<file path="src/rtl/uart_top.sv">
// Full-duplex 8N1 UART with a fixed integer baud divider; TX and RX halves are independent.
// Optional macro UART_FRAME_ERR_EN adds the rx_frame_err status output.
`timescale 1ns/1ps
module uart_top #(
    parameter int CLK_FREQ  = 100_000_000,
    parameter int BAUD_RATE = 115200
) (
    input  logic       clk,
    input  logic       rst_n,
    input  logic       tx_start,
    input  logic [7:0] tx_data,
    output logic       tx_busy,
    output logic       tx_done,
    output logic       tx,
    input  logic       rx,
    output logic [7:0] rx_data,
    output logic       rx_valid
`ifdef UART_FRAME_ERR_EN
    ,
    output logic       rx_frame_err
`endif
);

    localparam int CLKS_PER_BIT = CLK_FREQ / BAUD_RATE;
    localparam int CNT_W        = $clog2(CLKS_PER_BIT + 1);
    localparam logic [CNT_W-1:0] BIT_LAST  = CNT_W'(CLKS_PER_BIT - 1);
    localparam logic [CNT_W-1:0] HALF_LAST = CNT_W'((CLKS_PER_BIT / 2) - 1);

    typedef enum logic [1:0] {
        ST_IDLE  = 2'd0,
        ST_START = 2'd1,
        ST_DATA  = 2'd2,
        ST_STOP  = 2'd3
    } state_t;

    state_t           tx_state_r, tx_state_nxt_s;
    logic [CNT_W-1:0] tx_cnt_r, tx_cnt_nxt_s;
    logic [2:0]       tx_bit_r, tx_bit_nxt_s;
    logic [7:0]       tx_shift_r, tx_shift_nxt_s;
    logic             tx_r, tx_nxt_s, tx_busy_r, tx_busy_nxt_s, tx_done_r, tx_done_nxt_s;
    logic             tx_tick_s;

    state_t           rx_state_r, rx_state_nxt_s;
    logic [CNT_W-1:0] rx_cnt_r, rx_cnt_nxt_s;
    logic [2:0]       rx_bit_r, rx_bit_nxt_s;
    logic [7:0]       rx_shift_r, rx_shift_nxt_s, rx_data_r, rx_data_nxt_s;
    logic             rx_valid_r, rx_valid_nxt_s;
    logic             rx_meta_r, rx_sync_r, rx_prev_r;
    logic             rx_edge_s, rx_half_tick_s, rx_full_tick_s;
`ifdef UART_FRAME_ERR_EN
    logic             rx_ferr_r, rx_ferr_nxt_s;
`endif

    assign tx_tick_s      = (tx_cnt_r == BIT_LAST);
    assign rx_half_tick_s = (rx_cnt_r == HALF_LAST);
    assign rx_full_tick_s = (rx_cnt_r == BIT_LAST);
    assign rx_edge_s      = rx_prev_r & ~rx_sync_r;

    // TX state register
    always_ff @(posedge clk or negedge rst_n) begin
        if (!rst_n) tx_state_r <= ST_IDLE;
        else        tx_state_r <= tx_state_nxt_s;
    end

    // TX next-state logic
    always_comb begin
        tx_state_nxt_s = tx_state_r;
        case (tx_state_r)
            ST_IDLE:  if (tx_start) tx_state_nxt_s = ST_START; else tx_state_nxt_s = ST_IDLE;
            ST_START: if (tx_tick_s) tx_state_nxt_s = ST_DATA; else tx_state_nxt_s = ST_START;
            ST_DATA:  if (tx_tick_s && (tx_bit_r == 3'd7)) tx_state_nxt_s = ST_STOP;
                      else tx_state_nxt_s = ST_DATA;
            ST_STOP:  if (tx_tick_s) tx_state_nxt_s = ST_IDLE; else tx_state_nxt_s = ST_STOP;
            default:  tx_state_nxt_s = ST_IDLE;
        endcase
    end

    // TX output/datapath next values; line level follows the state being entered so it is registered
    always_comb begin
        tx_cnt_nxt_s   = tx_cnt_r + CNT_W'(1);
        tx_bit_nxt_s   = tx_bit_r;
        tx_shift_nxt_s = tx_shift_r;
        if (tx_state_r == ST_IDLE || tx_tick_s) tx_cnt_nxt_s = {CNT_W{1'b0}};
        else                                     tx_cnt_nxt_s = tx_cnt_r + CNT_W'(1);
        case (tx_state_r)
            ST_IDLE: begin
                tx_bit_nxt_s = 3'd0;
                if (tx_start) tx_shift_nxt_s = tx_data;
                else          tx_shift_nxt_s = tx_shift_r;
            end
            ST_DATA: begin
                if (tx_tick_s) begin
                    tx_shift_nxt_s = {1'b0, tx_shift_r[7:1]};
                    tx_bit_nxt_s   = tx_bit_r + 3'd1;
                end else begin
                    tx_shift_nxt_s = tx_shift_r;
                    tx_bit_nxt_s   = tx_bit_r;
                end
            end
            default: tx_bit_nxt_s = tx_bit_r;
        endcase
        case (tx_state_nxt_s)
            ST_START: tx_nxt_s = 1'b0;
            ST_DATA:  tx_nxt_s = tx_shift_nxt_s[0];
            default:  tx_nxt_s = 1'b1;
        endcase
        tx_busy_nxt_s = (tx_state_nxt_s != ST_IDLE);
        tx_done_nxt_s = (tx_state_r == ST_STOP) && (tx_state_nxt_s == ST_IDLE);
    end

    // TX datapath and output registers
    always_ff @(posedge clk or negedge rst_n) begin
        if (!rst_n) begin
            tx_cnt_r   <= {CNT_W{1'b0}};
            tx_bit_r   <= 3'd0;
            tx_shift_r <= 8'd0;
            tx_r       <= 1'b1;
            tx_busy_r  <= 1'b0;
            tx_done_r  <= 1'b0;
        end else begin
            tx_cnt_r   <= tx_cnt_nxt_s;
            tx_bit_r   <= tx_bit_nxt_s;
            tx_shift_r <= tx_shift_nxt_s;
            tx_r       <= tx_nxt_s;
            tx_busy_r  <= tx_busy_nxt_s;
            tx_done_r  <= tx_done_nxt_s;
        end
    end

    // RX two-flop synchronizer plus previous-value flop for falling-edge detect
    always_ff @(posedge clk or negedge rst_n) begin
        if (!rst_n) begin
            rx_meta_r <= 1'b1;
            rx_sync_r <= 1'b1;
            rx_prev_r <= 1'b1;
        end else begin
            rx_meta_r <= rx;
            rx_sync_r <= rx_meta_r;
            rx_prev_r <= rx_sync_r;
        end
    end

    // RX state register
    always_ff @(posedge clk or negedge rst_n) begin
        if (!rst_n) rx_state_r <= ST_IDLE;
        else        rx_state_r <= rx_state_nxt_s;
    end

    // RX next-state logic; a line still low after a bad stop bit cannot produce a new edge
    always_comb begin
        rx_state_nxt_s = rx_state_r;
        case (rx_state_r)
            ST_IDLE:  if (rx_edge_s) rx_state_nxt_s = ST_START; else rx_state_nxt_s = ST_IDLE;
            ST_START: if (rx_half_tick_s) rx_state_nxt_s = rx_sync_r ? ST_IDLE : ST_DATA;
                      else rx_state_nxt_s = ST_START;
            ST_DATA:  if (rx_full_tick_s && (rx_bit_r == 3'd7)) rx_state_nxt_s = ST_STOP;
                      else rx_state_nxt_s = ST_DATA;
            ST_STOP:  if (rx_full_tick_s) rx_state_nxt_s = ST_IDLE; else rx_state_nxt_s = ST_STOP;
            default:  rx_state_nxt_s = ST_IDLE;
        endcase
    end

    // RX output/datapath next values
    always_comb begin
        rx_bit_nxt_s   = rx_bit_r;
        rx_shift_nxt_s = rx_shift_r;
        rx_data_nxt_s  = rx_data_r;
        rx_valid_nxt_s = rx_valid_r;
`ifdef UART_FRAME_ERR_EN
        rx_ferr_nxt_s  = rx_ferr_r;
`endif
        if (rx_state_r == ST_IDLE || rx_state_nxt_s != rx_state_r || rx_full_tick_s)
            rx_cnt_nxt_s = {CNT_W{1'b0}};
        else
            rx_cnt_nxt_s = rx_cnt_r + CNT_W'(1);
        case (rx_state_r)
            ST_IDLE: begin
                rx_bit_nxt_s = 3'd0;
                if (rx_edge_s) rx_valid_nxt_s = 1'b0;
                else           rx_valid_nxt_s = rx_valid_r;
            end
            ST_START: begin
`ifdef UART_FRAME_ERR_EN
                if (rx_half_tick_s && !rx_sync_r) rx_ferr_nxt_s = 1'b0;
                else                              rx_ferr_nxt_s = rx_ferr_r;
`endif
                rx_bit_nxt_s = 3'd0;
            end
            ST_DATA: begin
                if (rx_full_tick_s) begin
                    rx_shift_nxt_s = {rx_sync_r, rx_shift_r[7:1]};
                    rx_bit_nxt_s   = rx_bit_r + 3'd1;
                end else begin
                    rx_shift_nxt_s = rx_shift_r;
                    rx_bit_nxt_s   = rx_bit_r;
                end
            end
            ST_STOP: begin
                if (rx_full_tick_s && rx_sync_r) begin
                    rx_data_nxt_s  = rx_shift_r;
                    rx_valid_nxt_s = 1'b1;
                end else begin
`ifdef UART_FRAME_ERR_EN
                    if (rx_full_tick_s) rx_ferr_nxt_s = 1'b1;
                    else                rx_ferr_nxt_s = rx_ferr_r;
`endif
                    rx_data_nxt_s  = rx_data_r;
                    rx_valid_nxt_s = rx_valid_r;
                end
            end
            default: rx_bit_nxt_s = 3'd0;
        endcase
    end

    // RX datapath and output registers
    always_ff @(posedge clk or negedge rst_n) begin
        if (!rst_n) begin
            rx_cnt_r   <= {CNT_W{1'b0}};
            rx_bit_r   <= 3'd0;
            rx_shift_r <= 8'd0;
            rx_data_r  <= 8'd0;
            rx_valid_r <= 1'b0;
`ifdef UART_FRAME_ERR_EN
            rx_ferr_r  <= 1'b0;
`endif
        end else begin
            rx_cnt_r   <= rx_cnt_nxt_s;
            rx_bit_r   <= rx_bit_nxt_s;
            rx_shift_r <= rx_shift_nxt_s;
            rx_data_r  <= rx_data_nxt_s;
            rx_valid_r <= rx_valid_nxt_s;
`ifdef UART_FRAME_ERR_EN
            rx_ferr_r  <= rx_ferr_nxt_s;
`endif
        end
    end

    assign tx       = tx_r;
    assign tx_busy  = tx_busy_r;
    assign tx_done  = tx_done_r;
    assign rx_data  = rx_data_r;
    assign rx_valid = rx_valid_r;
`ifdef UART_FRAME_ERR_EN
    assign rx_frame_err = rx_ferr_r;
`endif

endmodule

</file>
<file path="config.mk">
export PLATFORM = sky130hd
export DESIGN_NAME = uart_top
export DESIGN_NICKNAME = d
export VERILOG_FILES = /design/src/rtl/uart_top.sv
export SDC_FILE = /design/constraint.sdc
export NUM_CORES = 1
export LEC_CHECK = 0
export BUFFER_PORTS_ARGS = -buffer_cell sky130_fd_sc_hd__clkbuf_2
export CORE_ASPECT_RATIO = 1.1
export CORE_MARGIN = 3
export CORE_UTILIZATION = 50
export CTS_BUF_LIST = sky130_fd_sc_hd__clkbuf_8
export DETAILED_ROUTE_END_ITERATION = 10
export PLACE_DENSITY = 0.69
export SLEW_MARGIN = 20
export SYNTH_ARGS = -nofsm -noshare
export SYNTH_HDL_FRONTEND = slang
export SYNTH_SLANG_ARGS = --single-unit
export TNS_END_PERCENT = 50
</file>
<file path="constraint.sdc">
create_clock -name clk -period 2.5 [get_ports clk]
set_clock_uncertainty 0.15 [all_clocks]
set_input_delay 0.75 -clock clk [delete_from_list [all_inputs] [get_ports clk]]
set_output_delay 0.75 -clock clk [all_outputs]
set_load 0.03 [all_outputs]
</file>
==> impl_metrics.tcl <==
set metrics [dict create \
    post-cts-setup-buffers 0 \
    standard_cell_with_the_maximum_stage_delay_on_the_critical_path "and3_1" \
    ranking_of_synthesized_cells_by_area "dfrtp_1 (51%), mux2_4 (4.3%), dfstp_2 (3.7%)" \
    cts_made_buffers 9 \
    setup_repair_after_global_routing_missed_its_margin "false" \
    gpl.final_weighted_congestion 0.858 \
    synth_seq_cells 61 \
    cts.sinks 61 \
    vias_in_the_first_global_route 1837 \
    clock_tree.htree_level_count 3 \
    synth-edff-count 0 \
    crit_family "simple AND/OR/NAND/NOR gates" \
    floorplan.die_area_um2 6560 \
    multiInputGateArea_um2 1200 \
    drt-total-wl_um 4720 \
    antenna_found_initial 0 \
    floorplan.die.height_um 84.7 \
    p_clk_share_pct 34.6 \
    tritoncts "yes" \
    startpoint_type "flop" \
    worst_ep_arrival_time_ns 2.32 \
    number_of_placed_instances_taps_included 331 \
    syn_area_per_cell_um2 12.0 \
    grt_first_pass_wirelength_um 8240 \
    switching_share_pct 28.2 \
    status "completed" \
    crit_chain "or3b_4, nor3_4, and3_1, mux2_2" \
    net-switching-power_uw 692 \
    power.share.combinational_pct 13.8 \
    final_hold_viol_count 0 \
    clock_insertion_delay_worst_skew_ns 0.33 \
    grt-ovfl-total 0 \
    p_seq_share_pct 51.6 \
    diodes 0 \
    via_per_inst 5.23 \
    worstPathRequired_ns 2.57 \
    final_common_cell "dfrtp_1" \
    max_slew_margin_pct 51.5 \
    max_slew.worst_pin.slew_ns 0.723 \
    ctsLongestPathBuffers 2 \
    drtPass1Iterations 4 \
    final.hold.worst_slack_ns 0.207 \
    powerDensity_nw_per_um2 763 \
    postCtsHoldBufs 0 \
    detailedRoute.firstIterationViolations 113 \
    fill_cells 487 \
    route.detailed.wl_per_inst_um 13.6 \
    synth.yosys.seq_area_share_pct 54.4 \
    root_buffer "clkbuf_8" \
    layout-area-overhead-vs-synth_pct 14.4 \
    worstHoldPathType "flop to flop" \
    postRouteAntennaNets 0 \
    crit_path_end_kind "flop" \
    ys.warnings.count 0 \
    period_needed_ns 2.26 \
    core_area_um2 5400 \
    initial_utilization_pct 52.1 \
    leak_nw 1.55 \
    die_w_um 77.5 \
    groute.usage.overall_pct 16.2 \
    drive_gt1_share_pct 26.1 \
    finish.cell_count_without_fillers 347 \
    postSynthNetCount 253 \
    max_slew_violation_count 0 \
    drt_drc_violations_left 0 \
    design.final.nets 286 \
    netlist.area_leader.share_pct 50.7 \
    max_cap_viol_count 0 \
    internal_power_mw 1.76 \
    post-dp-hpwl_um 3330 \
    ios 24 \
    reg_clk_slew_reported_paths_ns 0.07 \
    critical_path_buffers_and_inverters 0 \
    synth_top_area_cell "dfrtp_1" \
    post_synth_inst_count 234 \
    fin_crit_sh_pct 90.3 \
    portBuffers 23 \
    vias 1814 \
    post_cts_resize_count 0 \
    finalSetupViolations 0 \
    synth_cell_types 49 \
    ys_async_sr_fraction_pct 100 \
    register_area_um2 1530 \
    most-common-layout-cells "dfrtp_1 (57), nor2_1 (25), clkbuf_2 (23), nand2_1 (12), inv_1 (11)" \
    core.rowCount 28 \
    fmaxAchievable_mhz 443 \
    delay_of_the_slowest_cell_on_the_worst_path_ns 0.50 \
    setup_tns_ns 0 \
    vdd_drop_max_v 0.000487 \
    top_flip_flop_cell_by_instance_count_after_synthesis "dfrtp_1" \
    synth_area_um2 2810 \
    critical_path_peak_fanout 10 \
    criticalPathCategory "flop to flop" \
    grt_max_degree 26 \
]
per-layer routing:
metal  GRT usage [%]  part of all wire, %
met5               0                    0
met3            3.43                  3.1
met4            9.71                  2.6
met1            21.0                   47
met2            24.9                   47
cells by family after synthesis:
family,count (synthesis),synth area share [%]
flip-flops,61,54.4
buffers and inverters,15,2.89
AO/OA/AOI/OAI,33,8.63
XOR/XNOR,18,5.60
adder cells (fa/ha/maj),7,3.11
multiplexers,19,8.54
AND/OR/NAND/NOR,81,16.8
power by group through the flow:
stage          Sequential [mW]  Clock (mW)  Combinational (mW)
2_1_floorplan             1.23           0               0.286
5_1_grt                   1.29       0.895               0.392
6_report                  1.27       0.850               0.339
4_1_cts                   1.27       0.864               0.343
3_3_place_gp              1.28           0               0.332
3_5_place_dp              1.28           0               0.341
path summary, 6_finish.rpt:
check	from	endpoint	slack (ns)	depth (start not counted)
min in group asynchronous	rst_n	rx_shift_r[5]	0.24	1
worst min-delay path	rx_meta_r	rx_sync_r	0.21	0
worst max-delay path	rx_cnt_r[3]	rx_shift_r[2]	0.24	4
max in group asynchronous	rst_n	rx_shift_r[1]	1.43	2
worst max register to register	rx_cnt_r[3]	rx_shift_r[2]	0.24	4
worst min register to register	rx_meta_r	rx_sync_r	0.21	0
per-stage QoR:
step / util [%] / power [mW] / instance area (um^2) / worst slack [ns]
after floorplan: - / 1.52 / 2810 / 0.532
after global placement: 56.1 / 1.61 / 3020 / 0.323
after detailed placement: 56.1 / 1.62 / 3020 / 0.277
after CTS: 59.6 / 2.47 / 3220 / 0.245
after global routing: 59.6 / 2.58 / 3220 / 0.0999
final: 59.6 / 2.45 / 3220 / 0.243
synth_stat cells, types with 2 or more instances:
cell,instances
a21o_1,6
a21oi_1,3
a22o_1,7
a22oi_1,3
a31oi_1,3
and3_1,4
clkbuf_1,3
dfrtp_1,57
dfstp_2,4
ha_1,7
inv_1,9
mux2_2,8
mux2_4,8
mux2i_1,3
nand2_1,12
nand2b_1,4
nand3_1,10
nand4_1,2
nand4bb_1,2
nor2_1,25
nor3_1,3
nor3b_1,2
nor4_1,3
o21ai_0,4
or3b_4,2
xnor2_1,10
xor2_1,8
registers in the layout, summed over array words and instances, names as in the netlist:
name and cells:
rx_sync_r 1, tx_state_r 2, rx_bit_r 3, tx_cnt_r 10, rx_state_r 2, tx_done 1, rx_valid 1, rx_shift_r 8
tx 1, tx_busy 1, rx_meta_r 1, rx_data 8, rx_prev_r 1, rx_cnt_r 10, tx_shift_r 8, tx_bit_r 3
worst register-to-register path, delay by kind of cell, from the launching register on:
family           cells  cell delay [ns]
muxes                1             0.41
and+or+nand+nor      3             1.17
DFF                  1             0.42
layout make-up:
class / instances / area share [%]
Timing Repair Buffer: 28 / 5.13
Inverter: 9 / 1.05
Clock buffer: 10 / 4.28
Multi-Input combinational cell: 158 / 37.3
Tap cell: 75 / 2.92
Clock inverter: 6 / 1.71
Sequential cell: 61 / 47.6
No activity file was read; power rests on OpenSTA's default activity.
